$ cat src/rtl/fifo_pkg.sv
// Shared types and helpers for the FIFO family.
package fifo_pkg;

    typedef enum logic {
        FIFO_STD,
        FIFO_FWFT
    } fifo_mode_t;

    function automatic int fifo_count_width(input int depth);
        return $clog2(depth + 1);
    endfunction

endpackage

$ cat src/rtl/fifo_ram.sv
// WIDTH x DEPTH simple dual-port storage: synchronous write, asynchronous read.
module fifo_ram #(
    parameter int WIDTH = 8,
    parameter int DEPTH = 10,
    parameter int AW    = 4
) (
    input  logic             clk,
    input  logic             we,
    input  logic [AW-1:0]    waddr,
    input  logic [WIDTH-1:0] wdata,
    input  logic [AW-1:0]    raddr,
    output logic [WIDTH-1:0] rdata
);

    logic [WIDTH-1:0] mem [DEPTH];

    always_ff @(posedge clk) begin
        if (we) begin
            mem[waddr] <= wdata;
        end
    end

    assign rdata = mem[raddr];

endmodule

$ cat src/rtl/sync_fifo_ext.sv
// Synchronous FIFO with arbitrary depth, STD/FWFT read modes, fill-level
// reporting, almost-full/empty thresholds, sticky error flags and flush.
module sync_fifo_ext
    import fifo_pkg::*;
#(
    parameter int         WIDTH         = 8,
    parameter int         DEPTH         = 10,
    parameter fifo_mode_t MODE          = FIFO_STD,
    parameter int         AFULL_THRESH  = DEPTH - 2,
    parameter int         AEMPTY_THRESH = 2
) (
    input  logic                               clk,
    input  logic                               reset,
    input  logic                               flush,
    input  logic                               wr_en,
    input  logic [WIDTH-1:0]                   data_in,
    input  logic                               rd_en,
    output logic [WIDTH-1:0]                   data_out,
    output logic                               empty,
    output logic                               full,
    output logic                               almost_empty,
    output logic                               almost_full,
    output logic [fifo_count_width(DEPTH)-1:0] count,
    output logic                               overflow,
    output logic                               underflow
);

    localparam int CW = fifo_count_width(DEPTH);
    localparam int PW = (DEPTH > 1) ? $clog2(DEPTH) : 1;

    logic [PW-1:0]    wr_ptr_q, wr_ptr_d;
    logic [PW-1:0]    rd_ptr_q, rd_ptr_d;
    logic [CW-1:0]    count_q, count_d;
    logic             overflow_q, overflow_d;
    logic             underflow_q, underflow_d;
    logic [WIDTH-1:0] dout_q, dout_d;
    logic [WIDTH-1:0] ram_rdata;
    logic             empty_w, full_w;
    logic             wr_acc, rd_acc;

    assign empty_w = (count_q == '0);
    assign full_w  = (count_q == CW'(DEPTH));

    // A read frees the head slot in the same cycle, so a full FIFO still accepts a write alongside it.
    assign rd_acc = rd_en && !empty_w && !flush;
    assign wr_acc = wr_en && (!full_w || rd_en) && !flush;

    fifo_ram #(
        .WIDTH (WIDTH),
        .DEPTH (DEPTH),
        .AW    (PW)
    ) u_ram (
        .clk   (clk),
        .we    (wr_acc),
        .waddr (wr_ptr_q),
        .wdata (data_in),
        .raddr (rd_ptr_q),
        .rdata (ram_rdata)
    );

    always_comb begin
        wr_ptr_d    = wr_ptr_q;
        rd_ptr_d    = rd_ptr_q;
        count_d     = count_q;
        overflow_d  = overflow_q;
        underflow_d = underflow_q;
        dout_d      = dout_q;

        if (flush) begin
            wr_ptr_d    = '0;
            rd_ptr_d    = '0;
            count_d     = '0;
            overflow_d  = 1'b0;
            underflow_d = 1'b0;
        end else begin
            if (wr_acc) begin
                wr_ptr_d = (wr_ptr_q == PW'(DEPTH - 1)) ? '0 : wr_ptr_q + PW'(1);
            end
            if (rd_acc) begin
                rd_ptr_d = (rd_ptr_q == PW'(DEPTH - 1)) ? '0 : rd_ptr_q + PW'(1);
                dout_d   = ram_rdata;
            end
            case ({wr_acc, rd_acc})
                2'b10:   count_d = count_q + CW'(1);
                2'b01:   count_d = count_q - CW'(1);
                default: count_d = count_q;
            endcase
            if (wr_en && full_w && !rd_en) begin
                overflow_d = 1'b1;
            end
            if (rd_en && empty_w) begin
                underflow_d = 1'b1;
            end
        end
    end

    always_ff @(posedge clk or posedge reset) begin
        if (reset) begin
            wr_ptr_q    <= '0;
            rd_ptr_q    <= '0;
            count_q     <= '0;
            overflow_q  <= 1'b0;
            underflow_q <= 1'b0;
            dout_q      <= '0;
        end else begin
            wr_ptr_q    <= wr_ptr_d;
            rd_ptr_q    <= rd_ptr_d;
            count_q     <= count_d;
            overflow_q  <= overflow_d;
            underflow_q <= underflow_d;
            dout_q      <= dout_d;
        end
    end

    assign data_out     = (MODE == FIFO_FWFT) ? ram_rdata : dout_q;
    assign empty        = empty_w;
    assign full         = full_w;
    assign almost_empty = (int'(count_q) <= AEMPTY_THRESH);
    assign almost_full  = (int'(count_q) >= AFULL_THRESH);
    assign count        = count_q;
    assign overflow     = overflow_q;
    assign underflow    = underflow_q;

endmodule

$ cat config.mk
export PLATFORM = sky130hd
export DESIGN_NAME = sync_fifo_ext
export DESIGN_NICKNAME = d
export VERILOG_FILES = /design/src/rtl/fifo_pkg.sv /design/src/rtl/fifo_ram.sv /design/src/rtl/sync_fifo_ext.sv
export SDC_FILE = /design/constraint.sdc
export NUM_CORES = 1
export LEC_CHECK = 0
export ABC_AREA = 1
export BUFFER_PORTS_ARGS = -buffer_cell sky130_fd_sc_hd__buf_2
export CORE_UTILIZATION = 25
export DETAILED_ROUTE_END_ITERATION = 10
export GPL_ROUTABILITY_DRIVEN = 0
export HOLD_SLACK_MARGIN = 0.1
export PLACE_DENSITY = 0.37
export REMOVE_ABC_BUFFERS = 1
export SLEW_MARGIN = 15
export SYNTH_ARGS = -nofsm -noshare
export SYNTH_HDL_FRONTEND = slang
export SYNTH_SLANG_ARGS = --single-unit
$ cat constraint.sdc
create_clock -name clk -period 2.15 [get_ports clk]
set_input_delay 0.5375 -clock clk [delete_from_list [all_inputs] [get_ports clk]]
set_output_delay 0.5375 -clock clk [all_outputs]
set_load 0.02 [all_outputs]
==> run_results.csv <==
group,metric,value,unit
power_and_ir_drop,ir_drop,389.5,uV
floorplan,die_area,17680,sq um
setup_path,cp.arrival,1380,ps
timing,fin_crit,1919,ps
setup_path,crit_required,1610,ps
timing,finalCritPeriodShare,89.24,%
route,vias_per_cell,4.440,
hold_path,hold_class,"in2async",
floorplan,num_rows,47,
placed_design,post-dp-hpwl,7402,um
route,ant_nets,0,
clock_network,cts.sinks,102,
clock_network,cts_tree,"yes",
floorplan,die_y,133.0,um
clock_network,root_buffer,"clkbuf_16",
run,drv_cap,0,
setup_path,crit_family,"flip-flops",
placed_design,numPortBuffers,30,
logic_synthesis,yosysWarnings,0,
logic_synthesis,syn-mean-instance-area,11.46,sq um
setup_path,startpoint_type,"flip-flop",
timing,grt_setup_unrepaired,"false",
finish,drive_gt1_share,19.01,%
finish,syn_to_final_growth,19.52,%
logic_synthesis,ys_ff_latch,102,
global_routing,grt-ovfl-total,0,
finish,diodes,0,
setup_path,crit_cells,4,
global_routing,antenna_found_initial,0,
logic_synthesis,syn_area,4288,sq um
floorplan,die_x,133.0,um
clock_network,cts_buffers,9,
finish,nets,438,
finish,layout_common_cells,"80 x edfxtp_1, 57 x nor2_1, 50 x nand2_1",
clock_network,cts_setup_buffers,0,
setup_path,worst-path-buf-inv,2,
global_routing,grt_pass1_wl,16270,um
clock_network,clkLatencyLatePin,350,ps
logic_synthesis,yosysTopAreaCell,"edfxtp_1",
finish,layout_commonest_cell,"edfxtp_1",
setup_path,rr_worst_depth,8,
logic_synthesis,ys_seq_area_share,68.86,%
global_routing,grt_max_degree,43,
setup_path,crit_chain,"nor2_1 > nand2_2 > inv_1 > buf_2",
logic_synthesis,synth_top_area_share,56.03,%
route,drt-total-wl,10470,um
clock_network,cts.clk_slew.worst_paths,80,ps
timing,holdWs,226.2,ps
floorplan,initial_core_util,25.76,%
timing,hold_viol_final,0,
logic_synthesis,ys_top_cells_by_area,"edfxtp_1 56%, dfrtp_1 13%, nor2_1 5.0%",
route,wl_per_cell,16.20,um
timing,clock_skew,14.52,ps
global_routing,grt_usage,12.57,%
clock_network,cts.path.max_buffers,2,
setup_path,cp_max_fo,5,
power_and_ir_drop,pwr_density_cell,1097,nW/um^2
clock_network,cts_hold_buf,0,
route,drc,0,
timing,setup_violations,0,
route,vias,2868,
timing,relSlewSlack,62.08,%
logic_synthesis,netlist_instances,374,
timing,fmax,521.2,MHz
clock_network,htree_levels,3,
power_and_ir_drop,leakage,1.937,nW
timing,slew_viol_final,0,
floorplan,design.core.area,16640,sq um
global_routing,grt_pass1_vias,2851,
clock_network,ctsResizeCount,0,
route,first_iter_violations,204,
setup_path,crit_slowest_cell,"dfrtp_1",
run_status,status,"completed",
setup_path,critical_path.max_stage_delay,450,ps
setup_path,cp-end-kind,"primary output",
timing,fin_ws,231.3,ps
route,firstDrtPassIters,4,
timing,worst_pin_slew,568.8,ps
placed_design,dp_worst_setup_slack,110.1,ps
logic_synthesis,ys_types,31,
setup_path,setup.worst_path.class,"reg2out",
floorplan,io_pins,31,
[cells in the mapped netlist]
| master | count |
|---|---|
| o21ai_1 | 17 |
| nand3_2 | 1 |
| nor2_1 | 57 |
| o211ai_1 | 8 |
| edfxtp_1 | 80 |
| xor2_1 | 3 |
| a31oi_1 | 5 |
| ha_1 | 4 |
| nor3_1 | 3 |
| nand2_4 | 1 |
| a21oi_1 | 5 |
| nand3_1 | 20 |
| o2bb2ai_1 | 1 |
| o21a_1 | 1 |
| nand2_2 | 3 |
| clkbuf_1 | 10 |
| buf_2 | 5 |
| nor3_4 | 1 |
| nand4_1 | 1 |
| nand3b_1 | 1 |
| o22ai_1 | 10 |
| clkinv_1 | 2 |
| inv_2 | 4 |
| nand2_1 | 50 |
| nor2_2 | 2 |
| inv_1 | 20 |
| dfrtp_1 | 22 |
| a22o_1 | 4 |
| a21oi_4 | 1 |
| o21ai_0 | 31 |
| nand4_2 | 1 |
[stage by stage]
step	std cells	area, sq um	util [%]	TNS [ps]	power (mW)
6_report	646	5125	30.79	0	5.621
5_1_grt	646	5125	30.79	0	5.941
4_1_cts	646	5125	30.79	0	5.691
3_5_place_dp	630	4833	29.04	0	4.075
3_3_place_gp	630	4833	29.04	0	4.108
2_1_floorplan	359	4225	-	-1864	3.433
[routing by layer]
metal / GRT usage (%) / part of all wire, % / wire, um / vias to the layer above
li1: - / - / - / 1420
met1: 17.07 / 49 / 5133 / 1370
met2: 19.69 / 45 / 4755 / 63
met3: 2.031 / 3.4 / 359 / 15
met4: 5.619 / 2.1 / 218 / 0
met5: 0 / 0 / 0 / -
[worst paths after layout]
check,slack (ps),endpoint,startpoint
hold / removal,230,data_out[2],reset
min in group clk,440,overflow,flush
setup reg to reg,230,u_ram.mem[0][0],count[3]
max in group asynchronous,1680,rd_ptr_q[3],reset
hold reg to reg,500,data_out[3],data_out[3]
setup / recovery,230,empty,count[2]
[worst register-to-register path, stage by stage, from the launching register on]
cell,delay (ps)
dfrtp_1,450
nand2_2,120
nor3_4,40
nand2_1,80
nand2_2,80
nor2_2,220
nand3_1,160
nor3_1,250
buf_4,230
[sequential cells by signal, summed over array words and instances (netlist names)]
name       cells
count          4
data_out       8
overflow       1
rd_ptr_q       4
u_ram.mem     80
underflow      1
wr_ptr_q       4
[power by group]
group | leakage (nW) | switching [mW] | internal [mW]
Combinational | 0.785 | 1.07 | 0.544
Clock | 0.142 | 0.791 | 0.815
Sequential | 1.01 | 0.128 | 2.27
Total | 1.94 | 1.99 | 3.63
[cell families (layout without fill, tap and decap cells)]
kind of cell | count (synthesis) | in the layout | share of synthesized area (%)
XOR/XNOR | 3 | 3 | 0.6129
AND/OR/NAND/NOR | 141 | 141 | 14.27
adder cells (fa/ha/maj) | 4 | 4 | 1.167
buffers and inverters | 41 | 93 | 3.735
AO/OA/AOI/OAI | 83 | 83 | 11.35
flip-flops | 102 | 102 | 68.86
[cell type report]
class | count | area (sq um)
fill | 1685 | 11520
sequential | 102 | 2953
multi-input combinational | 231 | 1175
timing repair buffer | 51 | 332.8
tap | 220 | 275.3
clock buffer | 9 | 225.2
inverter | 26 | 97.59
clock inverter | 7 | 66.31
Power figures use the tool's default switching activity.
